### config.mk
export PLATFORM = sky130hd
export DESIGN_NAME = qpsk_bit_pairer
export DESIGN_NICKNAME = d
export VERILOG_FILES = /design/src/rtl/qpsk_bit_pairer.sv
export SDC_FILE = /design/constraint.sdc
export NUM_CORES = 1
export LEC_CHECK = 0
export CORE_MARGIN = 5
export CORE_UTILIZATION = 57
export CTS_CLUSTER_DIAMETER = 120
export DETAILED_ROUTE_END_ITERATION = 12
export GPL_ROUTABILITY_DRIVEN = 1
export GPL_TIMING_DRIVEN = 0
export PLACE_DENSITY_LB_ADDON = 0.12
export SLEW_MARGIN = 20
export SYNTH_ARGS = -nofsm -noshare
export SYNTH_HDL_FRONTEND = slang
export SYNTH_SLANG_ARGS = --single-unit
### constraint.sdc
create_clock -name clk -period 6.12 [get_ports clk]
set_input_delay 1.53 -clock clk [delete_from_list [all_inputs] [get_ports clk]]
set_output_delay 1.53 -clock clk [all_outputs]
set_load 0.01 [all_outputs]
### src/rtl/qpsk_bit_pairer.sv
// Small first-word fall-through FIFO used for the pair buffer.
// Latency: a word written on edge t is visible at rd_dat after edge t.
// Backpressure: full blocks writes, empty blocks reads; illegal requests are ignored.
module sync_fifo #(
    parameter int WIDTH = 8,
    parameter int DEPTH = 4
) (
    input  logic                       clk,
    input  logic                       rst_n,
    input  logic                       wr_vld,
    input  logic [WIDTH-1:0]           wr_dat,
    input  logic                       rd_rdy,
    output logic                       rd_vld,
    output logic [WIDTH-1:0]           rd_dat,
    output logic                       full,
    output logic [$clog2(DEPTH):0]     count
);
    localparam int AW = $clog2(DEPTH);
    localparam int CW = AW + 1;
    localparam logic [CW-1:0] DEPTH_C = CW'(DEPTH);

    logic [WIDTH-1:0] mem [DEPTH];
    logic [AW-1:0]    wr_ptr;
    logic [AW-1:0]    rd_ptr;
    logic             push;
    logic             pop;

    // Status is derived from the registered count only, so ready/valid never
    // depend combinationally on the opposite side's request.
    assign full   = (count == DEPTH_C);
    assign rd_vld = (count != '0);
    assign push   = wr_vld & ~full;
    assign pop    = rd_rdy & rd_vld;
    assign rd_dat = mem[rd_ptr];

    // Storage write; contents need no reset because rd_vld qualifies them.
    always_ff @(posedge clk) begin
        if (push) begin
            mem[wr_ptr] <= wr_dat;
        end
    end

    // Pointers wrap naturally modulo DEPTH (power of two); count tells full from empty.
    always_ff @(posedge clk or negedge rst_n) begin
        if (!rst_n) begin
            wr_ptr <= '0;
            rd_ptr <= '0;
            count  <= '0;
        end else begin
            if (push) begin
                wr_ptr <= wr_ptr + AW'(1);
            end
            if (pop) begin
                rd_ptr <= rd_ptr + AW'(1);
            end
            case ({push, pop})
                2'b10:   count <= count + CW'(1);
                2'b01:   count <= count - CW'(1);
                default: count <= count;
            endcase
        end
    end
endmodule

// Groups a serial encoded bit stream into (odd, even) QPSK symbol pairs, padding odd frames.
// Latency: 1 cycle from accepting the pair-completing bit to out_valid (FWFT buffer).
// Backpressure: in_ready drops when the pair FIFO is full; out_ready pops the head pair.
module qpsk_bit_pairer #(
    parameter int   FIFO_DEPTH = 4,
    parameter logic PAD_BIT    = 1'b0
) (
    input  logic                          clk,
    input  logic                          rst_n,
    input  logic                          in_bit,
    input  logic                          in_valid,
    input  logic                          in_last,
    output logic                          in_ready,
    output logic                          out_odd,
    output logic                          out_even,
    output logic                          out_valid,
    output logic                          out_last,
    output logic                          out_padded,
    input  logic                          out_ready,
    output logic [$clog2(FIFO_DEPTH):0]   fifo_count
);
    typedef struct packed {
        logic odd;
        logic even;
        logic last;
        logic padded;
    } pair_t;

    typedef enum logic {
        S_FIRST  = 1'b0,
        S_SECOND = 1'b1
    } state_t;

    state_t state;
    state_t state_nxt;
    logic   held_bit;
    logic   held_bit_nxt;
    logic   accept;
    logic   push_vld;
    pair_t  push_dat;
    pair_t  head_dat;
    logic   head_vld;
    logic   fifo_full;

    assign in_ready = ~fifo_full;
    assign accept   = in_valid & in_ready;

    // Assembler state and the held odd bit; both survive idle gaps.
    always_ff @(posedge clk or negedge rst_n) begin
        if (!rst_n) begin
            state    <= S_FIRST;
            held_bit <= 1'b0;
        end else begin
            state    <= state_nxt;
            held_bit <= held_bit_nxt;
        end
    end

    // Next-state and push generation: a pair is pushed on the second bit, or
    // immediately with a pad bit when a frame ends on the first bit.
    always_comb begin
        state_nxt    = state;
        held_bit_nxt = held_bit;
        push_vld     = 1'b0;
        push_dat     = '0;
        if (accept) begin
            case (state)
                S_FIRST: begin
                    held_bit_nxt = in_bit;
                    if (in_last) begin
                        push_vld        = 1'b1;
                        push_dat.odd    = in_bit;
                        push_dat.even   = PAD_BIT;
                        push_dat.last   = 1'b1;
                        push_dat.padded = 1'b1;
                    end else begin
                        state_nxt = S_SECOND;
                    end
                end
                S_SECOND: begin
                    push_vld        = 1'b1;
                    push_dat.odd    = held_bit;
                    push_dat.even   = in_bit;
                    push_dat.last   = in_last;
                    push_dat.padded = 1'b0;
                    state_nxt       = S_FIRST;
                end
                default: begin
                    state_nxt = S_FIRST;
                end
            endcase
        end
    end

    sync_fifo #(
        .WIDTH ($bits(pair_t)),
        .DEPTH (FIFO_DEPTH)
    ) u_pair_fifo (
        .clk    (clk),
        .rst_n  (rst_n),
        .wr_vld (push_vld),
        .wr_dat (push_dat),
        .rd_rdy (out_ready),
        .rd_vld (head_vld),
        .rd_dat (head_dat),
        .full   (fifo_full),
        .count  (fifo_count)
    );

    // Head fields are masked so stale storage never leaks when the FIFO is empty.
    assign out_valid  = head_vld;
    assign out_odd    = head_vld & head_dat.odd;
    assign out_even   = head_vld & head_dat.even;
    assign out_last   = head_vld & head_dat.last;
    assign out_padded = head_vld & head_dat.padded;
endmodule

==> metrics.md, run 1 <==
| Metric | Value |
|---|---|
| Status | finished clean |
| Vias | between 600 and 700 |
| CP max FO | 7 |
| DR iter-0 viols | 0 |
| Dpl hpwl | approximately 1400 um |
| Root Buffer | clkbuf_4 |
| Hold crit path type | reg2reg |
| Cts bufs inserted | 3 |
| Seq/Total Area, Yosys | 60.1% |
| Buffers added on ports | 14 |
| Dpl ws | between 2 and 3 ns |
| # hold bufs at CTS | 0 |
| Slew @ Worst Pin | 0.421 ns |
| Setup-failing EPs final | 0 |
| Net Count, Synth | 89 |
| Synth Area per Inst | between 15 and 20 um2 |
| Crit-path cells | or3_2, clkbuf_1, and2_1, clkdlybuf4s50_1 |
| Switching Share | about a third |
| Finished Layout Cells | 122 |
| Antenna diodes | 0 |
| H-tree levels | 1 |
| Vias per cell | between 5 and 6 |
| Skew-Pair Late Insertion Delay | approximately 0.32 ns |
| Placed inst area | 1350 um2 |
| Setup bufs post-CTS | 0 |
| Clk sinks | 25 |
| Largest net degree at the start of global routing | 15 |
| Synth warn | 0 |
| Setup slack, reg-to-reg | about 3.8 ns |
| Initial antenna violation count | 0 |
| Final core utilization | 70.1% |
| First-pass GRT wire length | between 3000 and 4000 um |
| PnR worst setup slack | 2.53 ns |
| Total grt overflow | 0 |
| Peak VDD IR | approximately 330 uV |
| Final worst path period need | between 3 and 4 ns |
| WL final | between 1500 and 2000 um |
| Nets | ~110 |
| CTS Buffer Depth | 2 |
| DR WL/cell | roughly 15 um |
| Fraction of layout cells with a size suffix above 1 | about 22% |
| LEAKAGE | around 0.54 nW |
| Final Cell Area | about 1400 um2 |
| Delay-heaviest family, CP | simple AND/OR/NAND/NOR gates |
| Unrepaired setup endpoints after global routing | no |
| Clock Power Share | between 10 and 15% |
| Slew Limit Fails | 0 |
| Netlist Area Pre-Place | roughly 1200 um2 |
| Top-Level Pins | 15 |
| CP Capture Type | output port |
| Comb power frac | between 40% and 50% |
| CP Launch Type | register |
| Post-synth cell types | 28 |
| Hold Slack | roughly 0.52 ns |
| P_int | 435 uW |
| Hold Fails Final Rpt | 0 |
| Fmax | 0.279 GHz |
| Chip Width | around 55 um |
| Drt first pass iters | 1 |
| Clock skew | ~0.0047 ns |
| P per Cell Area | 470 nW/um2 |
| Die Footprint | between 3000 and 4000 um2 |
| Core region area | about 2000 um2 |
| NetSw | 212 uW |
| Period Utilization, post-route | between 50% and 60% |
| Design Power | between 600 and 700 uW |
| Largest stage delay, worst path | about 0.5 ns |
| GRT Util Overall | a little over an eighth |
| Buffers & Inverters on Critical Path | 2 |
| Slowest-stage cell, CP | or3_2 |
| Crit path DAT | ~2 ns |
| Syn-to-layout area delta | 17.2% |
| Reg power frac | between 40% and 50% |
| Post-route setup TNS | 0 ns |
| Initial core utilization | about 60% |
| Post-Synthesis Cells | between 70 and 80 |
| Number of gates resized after cts | 0 |
| Number of global-route vias before repair | between 700 and 800 |
| GPL Wtd Cong | 0.757 |
| Max-cap violations | 0 |
| Dpl cells | roughly 120 |
| Rel. slew slack | around 70% |
| # rows | 16 |
| DRC | 0 |
| CP required | 4.59 ns |
| TritonCTS clock tree | yes |
| WS Path Type | reg2out |
| ANT nets after route | 0 |
| Clock transition at path regs | between 0.1 and 0.15 ns |
| Flop and latch count out of synthesis | 25 |
| Die height | around 55 um |
-- cells in the final DEF (no fill, tap or decap), types with 2 or more instances in the layout --
cell type and n:
and2_1 5, and2_2 4, and3_2 2, clkbuf_4 3
clkdlybuf4s50_1 14, dfrtp_1 9, edfxtp_1 16, ha_1 5
inv_1 6, mux4_2 4, nand2_1 2, nor2_1 2
xnor2_1 3, xor2_1 3
-- kinds of logic (layout without fill, tap and decap cells) --
family	after synthesis	in the layout	synth area share (%)
AOI/OAI and AO/OA	3	3	2.34
xor gates and xnor gates	6	6	4.48
adders and majority gates	6	6	7.04
buffers and inverters	9	27	3.62
DFF	25	25	60.1
muxes	7	7	10.8
and+or+nand+nor	21	21	11.6
-- power by group through the flow --
stage	logic [mW]	clock network [mW]	registers, mW
2_1_floorplan	0.193	0	0.273
3_3_place_gp	0.293	0	0.275
3_5_place_dp	0.305	0	0.278
4_1_cts	0.306	0.0739	0.275
5_1_grt	0.334	0.0824	0.282
6_report	0.300	0.0725	0.274
-- Yosys cell counts, drive strengths merged --
master / count / area, um2
or3b: 1 / 8.76
fa: 1 / 20.0
mux4: 4 / 90.1
inv: 6 / 22.5
mux2: 2 / 26.3
xor2: 3 / 26.3
dfrtp: 9 / 225
buf: 2 / 16.3
nand2: 2 / 7.51
nor2b: 1 / 6.26
o21ai: 1 / 5.00
a21oi: 1 / 5.00
nand3: 1 / 5.00
ha: 5 / 62.6
o211a: 1 / 17.5
and4: 1 / 10.0
edfxtp: 16 / 480
nor2: 2 / 7.51
nand3b: 1 / 7.51
xnor2: 3 / 26.3
mux2i: 1 / 10.0
and3: 2 / 15.0
and2: 9 / 61.3
or3: 1 / 7.51
clkbuf: 1 / 3.75
-- path summary, 6_finish.rpt --
path | endpoint | depth (start not counted) | start
setup / recovery | out_padded | 4 | u_pair_fifo.count[1]
hold / removal | u_pair_fifo.count[2] | 1 | u_pair_fifo.count[2]
setup reg to reg | u_pair_fifo.count[2] | 10 | u_pair_fifo.count[0]
hold reg to reg | u_pair_fifo.count[2] | 1 | u_pair_fifo.count[2]
max in group asynchronous | u_pair_fifo.wr_ptr[0] | 1 | rst_n
min in group asynchronous | u_pair_fifo.rd_ptr[1] | 1 | rst_n
-- worst register-to-register path, stage by stage, from the launching register on --
cell	delay, ns
dfrtp_1	0.45
or3b_1	0.39
buf_6	0.15
o211a_4	0.17
inv_1	0.06
ha_1	0.18
inv_1	0.06
fa_1	0.37
xor2_1	0.15
nor2_1	0.11
xor2_1	0.15
-- metal layers --
| layer | GRT usage [%] | vias to the layer above | part of all wire [%] |
|---|---|---|---|
| met5 | 0 | - | 0 |
| li1 | - | 305 | - |
| met3 | 2.56 | 2 | 3.8 |
| met1 | 17.2 | 301 | 44 |
| met2 | 22.5 | 15 | 51 |
| met4 | 7.29 | 0 | 1.5 |
-- flip-flops by register name, indices dropped and copies added, names as in the netlist --
name                cells
state                   1
held_bit                1
u_pair_fifo.rd_ptr      2
u_pair_fifo.wr_ptr      2
u_pair_fifo.mem        16
u_pair_fifo.count       3
-- cell type report --
class,count,area (um2)
Inverter,6,22.5
Sequential cell,25,706
Tap cell,27,33.8
Clock buffer,3,22.5
Timing Repair Buffer,14,140
Clock inverter,1,5.00
Fill cell,141,587
Buffer,3,20.0
Multi-Input combinational cell,43,425
Power figures use the tool's default switching activity.
==> run 2, diff against run 1 <==
- CORE_UTILIZATION: 57 -> 48
- clock period: 6.12 -> 3.1 ns (I/O delays scaled with it)
==> run 2 against run 1 <==
Effect of this change: highest routed layer unchanged; clock skew is essentially flat; setup slack lost 2.2 ns; combinational power grew 96%; wire length shrank 8.7%; design area grew 0.18%; cell count grew 2.5%; first-iteration DRC count grew 4; largest power group unchanged; die area grew 15%; via count grew 1.1%.
==> metrics.md, run 2 (synthesis gave the netlist of run 1 again) <==
| Metric | Value |
|---|---|
| Status | finished clean (unchanged) |
| Initial antenna violation count | 0 (unchanged) |
| # hold bufs at CTS | 0 (unchanged) |
| CP Capture Type | output port (unchanged) |
| Fill cells | 208 (was 141) |
| DRC | 0 (unchanged) |
| Clock transition at path regs | 0.13 ns (about the same) |
| Fraction of layout cells with a size suffix above 1 | 21.1% (was 22.1%) |
| Slew @ Worst Pin | 0.422 ns (was 0.421 ns) |
| Core region area | 2410 um2 (was 1960 um2) |
| Unrepaired setup endpoints after global routing | no (unchanged) |
| Most frequent cells in the layout | edfxtp_1, clkdlybuf4s50_1, dfrtp_1 (unchanged) |
| Total grt overflow | 0 (unchanged) |
| Initial core utilization | 48.7% (was 59.8%) |
| Die Footprint | 3530 um2 (was 3070 um2) |
| Clk sinks | 25 (unchanged) |
| Max-cap violations | 0 (unchanged) |
| Finished Layout Cells | 125 (was 122) |
| Top flop regs | u_pair_fifo.mem x16, u_pair_fifo.count x3 (unchanged) |
| Setup bufs post-CTS | 0 (unchanged) |
| Hold crit path type | reg2reg (unchanged) |
| WL final | 1640 um (was 1800 um) |
| Crit path DAT | 2.02 ns (was 2.06 ns) |
| Dpl cells | 121 (was 118) |
| ANT nets after route | 0 (unchanged) |
| Commonest non-fill, non-tap cell in the layout | edfxtp_1 (unchanged) |
| Largest net degree at the start of global routing | 14 (was 15) |
| Cts bufs inserted | 3 (unchanged) |
| Drt first pass iters | 2 (was 1) |
| First-pass GRT wire length | 2750 um (was 3240 um) |
| Register Area | 706 um2 (unchanged) |
| Footprint of the multi-input gates | 425 um2 (unchanged) |
| LEAKAGE | 0.540 nW (was 0.542 nW) |
| Antenna diodes | 0 (unchanged) |
| DR WL/cell | 13.1 um (was 14.7 um) |
| WS Path Type | reg2out (unchanged) |
| Final worst path period need | between 2 and 3 ns |
| Dpl hpwl | 1320 um (was 1410 um) |
| Final core utilization | 57.2% (was 70.1%) |
| Hold Fails Final Rpt | 0 (unchanged) |
| Vias per cell | 5.04 (was 5.11) |
| TritonCTS clock tree | yes (unchanged) |
| CP max FO | 7 (unchanged) |
| Nets | 108 (unchanged) |
| Buffers added on ports | 14 (unchanged) |
| GRT Util Overall | 10.7% (was 13.7%) |
| # rows | 18 (was 16) |
| Die height | 59.4 um (was 55.4 um) |
| Rel. slew slack | 71.8% (was 71.9%) |
| DR iter-0 viols | 4 (was 0) |
| Number of global-route vias before repair | 624 (was 721) |
| CP required | 2.32 ns (was 4.59 ns) |
| Vias | 630 (was 623) |
| Period Utilization, post-route | about nine tenths |
| Max reg flops | 16 (unchanged) |
| CTS Buffer Depth | 2 (unchanged) |
| Skew-Pair Late Insertion Delay | 0.30 ns (was 0.32 ns) |
| Number of gates resized after cts | 0 (unchanged) |
| Root Buffer | clkbuf_4 (unchanged) |
| CP Launch Type | register (unchanged) |
| Clock skew | 0.00489 ns (was 0.00471 ns) |
| H-tree levels | 1 (unchanged) |
| Design Power | 1.26 mW (was 647 uW) |
| Chip Width | 59.4 um (was 55.4 um) |
| Largest register by flop count | u_pair_fifo.mem (unchanged) |
| Syn-to-layout area delta | 17.4% (was 17.2%) |
| P per Cell Area | 917 nW/um2 (was 470 nW/um2) |
| Final Cell Area | 1380 um2 (about the same) |
| Top-Level Pins | 15 (unchanged) |
| Peak VDD IR | 603 uV (was 330 uV) |
| Fmax | around 0.36 GHz |
| GPL Wtd Cong | 0.762 (was 0.757) |
| Setup-failing EPs final | 0 (unchanged) |
| Post-route setup TNS | 0 ns (unchanged) |
| Slew Limit Fails | 0 (unchanged) |
| Placed inst area | 1350 um2 (about the same) |
-- run 2: cell types whose count changed in the layout (fill, tap and decap cells not counted) --
| cell | delta |
|---|---|
| clkbuf_1 | +1 |
| clkinv_2 | -1 |
-- run 2: worst max-delay path: stages, from the launching register on --
cell             delay (ns)
dfrtp_1                0.45
or3_2                  0.46
clkbuf_1               0.18
and2_1                 0.16
clkdlybuf4s50_1        0.47
-- run 2: area by class of cell --
cell class              instances  area share [%]
well taps                      30            2.72
repair buffers                 14            10.2
flip-flops and latches         25            51.2
multi-input cells              43            30.9
inverters                       6            1.63
plain buffers                   3            1.45
clock buffers                   4            1.91
-- run 2: metal layers --
layer | up-vias | track usage (%) | share of wire (%)
li1 | 308 | - | -
met1 | 308 | 14.4 | 47
met2 | 12 | 16.4 | 48
met3 | 2 | 1.96 | 4.2
met4 | 0 | 5.83 | 0.55
met5 | - | 0 | 0
-- run 2: path summary, 6_finish.rpt --
kind,startpoint,to,slack (ns),cells past startpoint
worst max register to register,u_pair_fifo.count[0],u_pair_fifo.count[2],0.79,10
worst max-delay path,u_pair_fifo.count[0],out_odd,0.30,4
max in group asynchronous,rst_n,u_pair_fifo.wr_ptr[0],2.05,1
worst min-delay path,u_pair_fifo.count[2],u_pair_fifo.count[2],0.52,1
worst min register to register,u_pair_fifo.count[2],u_pair_fifo.count[2],0.52,1
min in group asynchronous,rst_n,u_pair_fifo.rd_ptr[1],0.75,1
-- run 2: metrics by stage --
stage               setup slack, ns  hold slack, ns
finish                        0.302           0.520
detailed placement            0.400           0.500
floorplan                     0.917           0.479
global route                  0.142           0.543
global placement              0.406           0.493
CTS                           0.272           0.520
-- run 2: where the power goes --
group / total (mW) / switching, mW / internal, mW
combinational: 0.587 / 0.244 / 0.343
clock: 0.137 / 0.0868 / 0.0501
sequential: 0.539 / 0.0692 / 0.469
==> run 3, diff against run 2 <==
- REMOVE_ABC_BUFFERS: default -> 1
==> run 3 against run 2 <==
Effect of this change: global-route usage is 0.33 points higher; combinational power decreased by 6.6%; highest routed layer unchanged; largest cell class unchanged; largest power group is now sequential cells; cell count down 2.4%; non-clock buffer count down 3.
==> metrics.md, run 3 (synthesis gave the netlist of run 1 again) <==
| Metric | Value |
|---|---|
| Vias per cell | 5.03 (was 5.04) |
| Fmax | 0.356 GHz (was 0.357 GHz) |
| Footprint of the multi-input gates | 425 um2 (unchanged) |
| Max reg flops | 16 (unchanged) |
| Setup bufs post-CTS | 0 (unchanged) |
| Rel. slew slack | 71.7% (was 71.8%) |
| CP required | 2.32 ns (about the same) |
| Antenna diodes | 0 (unchanged) |
| Number of gates resized after cts | 0 (unchanged) |
| Dpl hpwl | 1400 um (was 1320 um) |
| Met1 WL | 755 um (was 772 um) |
| Peak VDD IR | 575 uV (was 603 uV) |
| Core region area | 2410 um2 (unchanged) |
| DR WL/cell | 14.3 um (was 13.1 um) |
| Die height | 59.4 um (unchanged) |
| Slew @ Worst Pin | 0.423 ns (was 0.422 ns) |
| Unrepaired setup endpoints after global routing | no (unchanged) |
| Syn-to-layout area delta | 15.8% (was 17.4%) |
| Number of global-route vias before repair | 622 (was 624) |
| Slew Limit Fails | 0 (unchanged) |
| First-pass GRT wire length | 2860 um (was 2750 um) |
| CTS Buffer Depth | 2 (unchanged) |
| DR iter-0 viols | 10 (was 4) |
| Fill cells | 188 (was 208) |
| GPL Wtd Cong | 0.735 (was 0.762) |
| Clk sinks | 25 (unchanged) |
| Cts bufs inserted | 3 (unchanged) |
| Post-route setup TNS | 0 ns (unchanged) |
| Design Power | 1.24 mW (was 1.26 mW) |
| Commonest non-fill, non-tap cell in the layout | edfxtp_1 (unchanged) |
| Hold Fails Final Rpt | 0 (unchanged) |
| Chip Width | 59.4 um (unchanged) |
| Clock skew | 0.00497 ns (was 0.00489 ns) |
| Fraction of layout cells with a size suffix above 1 | 20.7% (was 21.1%) |
| Die Footprint | 3530 um2 (unchanged) |
| Drt first pass iters | 2 (unchanged) |
| Total grt overflow | 0 (unchanged) |
| Top sig layer | met4 (unchanged) |
| Status | finished clean (unchanged) |
| TritonCTS clock tree | yes (unchanged) |
| Hold crit path type | reg2reg (unchanged) |
| Max-cap violations | 0 (unchanged) |
| Largest stage delay, worst path | 0.56 ns (was 0.47 ns) |
| Skew-Pair Late Insertion Delay | 0.30 ns (about the same) |
| Vias | 614 (was 630) |
| Final worst path period need | 2.81 ns (was 2.80 ns) |
| Initial antenna violation count | 0 (unchanged) |
| Met2 wire len | 905 um (was 790 um) |
| Largest net degree at the start of global routing | 15 (was 14) |
| Period Utilization, post-route | 90.5% (was 90.2%) |
| # hold bufs at CTS | 0 (unchanged) |
| # rows | 18 (unchanged) |
| Root Buffer | clkbuf_4 (unchanged) |
| GRT Util Overall | 11.1% (was 10.7%) |
| WS Path Type | reg2out (unchanged) |
| Most frequent cells in the layout | edfxtp_1, clkdlybuf4s50_1, dfrtp_1 (unchanged) |
| P per Cell Area | 915 nW/um2 (was 917 nW/um2) |
| Nets | 105 (was 108) |
| H-tree levels | 1 (unchanged) |
| CP max FO | 6 (was 7) |
| Buffers added on ports | 14 (unchanged) |
| ANT nets after route | 0 (unchanged) |
| Crit-path cells | mux4_2, and2_1, clkdlybuf4s50_1 (was or3_2, clkbuf_1, and2_1, clkdlybuf4s50_1) |
| Register Area | 706 um2 (unchanged) |
| LEAKAGE | 0.531 nW (was 0.540 nW) |
| Largest register by flop count | u_pair_fifo.mem (unchanged) |
| Top-Level Pins | 15 (unchanged) |
| Top flop regs | u_pair_fifo.mem x16, u_pair_fifo.count x3 (unchanged) |
| Slowest-stage cell, CP | dfrtp_1 (was clkdlybuf4s50_1) |
| CP Capture Type | output port (unchanged) |
| Setup-failing EPs final | 0 (unchanged) |
| Met3 WL post-DR | 70 um (was 69 um) |
| CP Launch Type | register (unchanged) |
| Crit path DAT | 2.03 ns (was 2.02 ns) |
| WL final | 1750 um (was 1640 um) |
| Clock transition at path regs | 0.13 ns (about the same) |
| Initial core utilization | 48.7% (unchanged) |
| DRC | 0 (unchanged) |
[run 3: cell types whose count changed in the layout (fill, tap and decap cells not counted), sizes merged]
cell,before,now
clkinv,0,1
buf,2,0
clkbuf,5,3
[run 3: stage by stage]
| stage | cells | worst slack (ns) | hold WS (ns) | util (%) | cell area, um2 |
|---|---|---|---|---|---|
| final | 122 | 0.295 | 0.526 | 56.4 | 1360 |
| after global routing | 122 | 0.159 | 0.563 | 56.4 | 1360 |
| after CTS | 122 | 0.254 | 0.525 | 56.4 | 1360 |
| after detailed placement | 118 | 0.362 | 0.503 | 55.2 | 1330 |
| after global placement | 118 | 0.400 | 0.490 | 55.2 | 1330 |
| after floorplan | 74 | 0.886 | 0.479 | - | 1150 |
[run 3: worst paths after layout]
path	start	to	slack [ns]	cells after the start
setup / recovery	u_pair_fifo.rd_ptr[0]	out_odd	0.29	3
hold / removal	held_bit	held_bit	0.53	1
setup reg to reg	u_pair_fifo.count[0]	u_pair_fifo.count[2]	0.79	9
hold reg to reg	held_bit	held_bit	0.53	1
max in group asynchronous	rst_n	u_pair_fifo.wr_ptr[0]	2.05	1
min in group asynchronous	rst_n	u_pair_fifo.count[0]	0.75	1
[run 3: where the power goes]
part,switching (mW),internal (mW)
Sequential,0.0900,0.469
Clock,0.0877,0.0481
Combinational,0.222,0.326
Total,0.400,0.843
[run 3: critical path, delay by kind of cell (launching register included)]
| kind | cells | cell delay, ns |
|---|---|---|
| AND/OR/NAND/NOR | 1 | 0.16 |
| multiplexers | 1 | 0.54 |
| flip-flops | 1 | 0.56 |
| buffers and inverters | 1 | 0.47 |
[run 3: per-layer routing]
metal | global-route usage, % | vias up
li1 | - | 303
met1 | 13.9 | 296
met2 | 18.7 | 13
met3 | 2.40 | 2
met4 | 3.88 | 0
met5 | 0 | -
[run 3: layout make-up]
| type | count | area share [%] |
|---|---|---|
| Timing Repair Buffer | 14 | 10.3 |
| Clock buffer | 3 | 1.66 |
| Tap cell | 30 | 2.76 |
| Multi-Input combinational cell | 43 | 31.3 |
| Sequential cell | 25 | 51.9 |
| Inverter | 6 | 1.66 |
| Clock inverter | 1 | 0.368 |
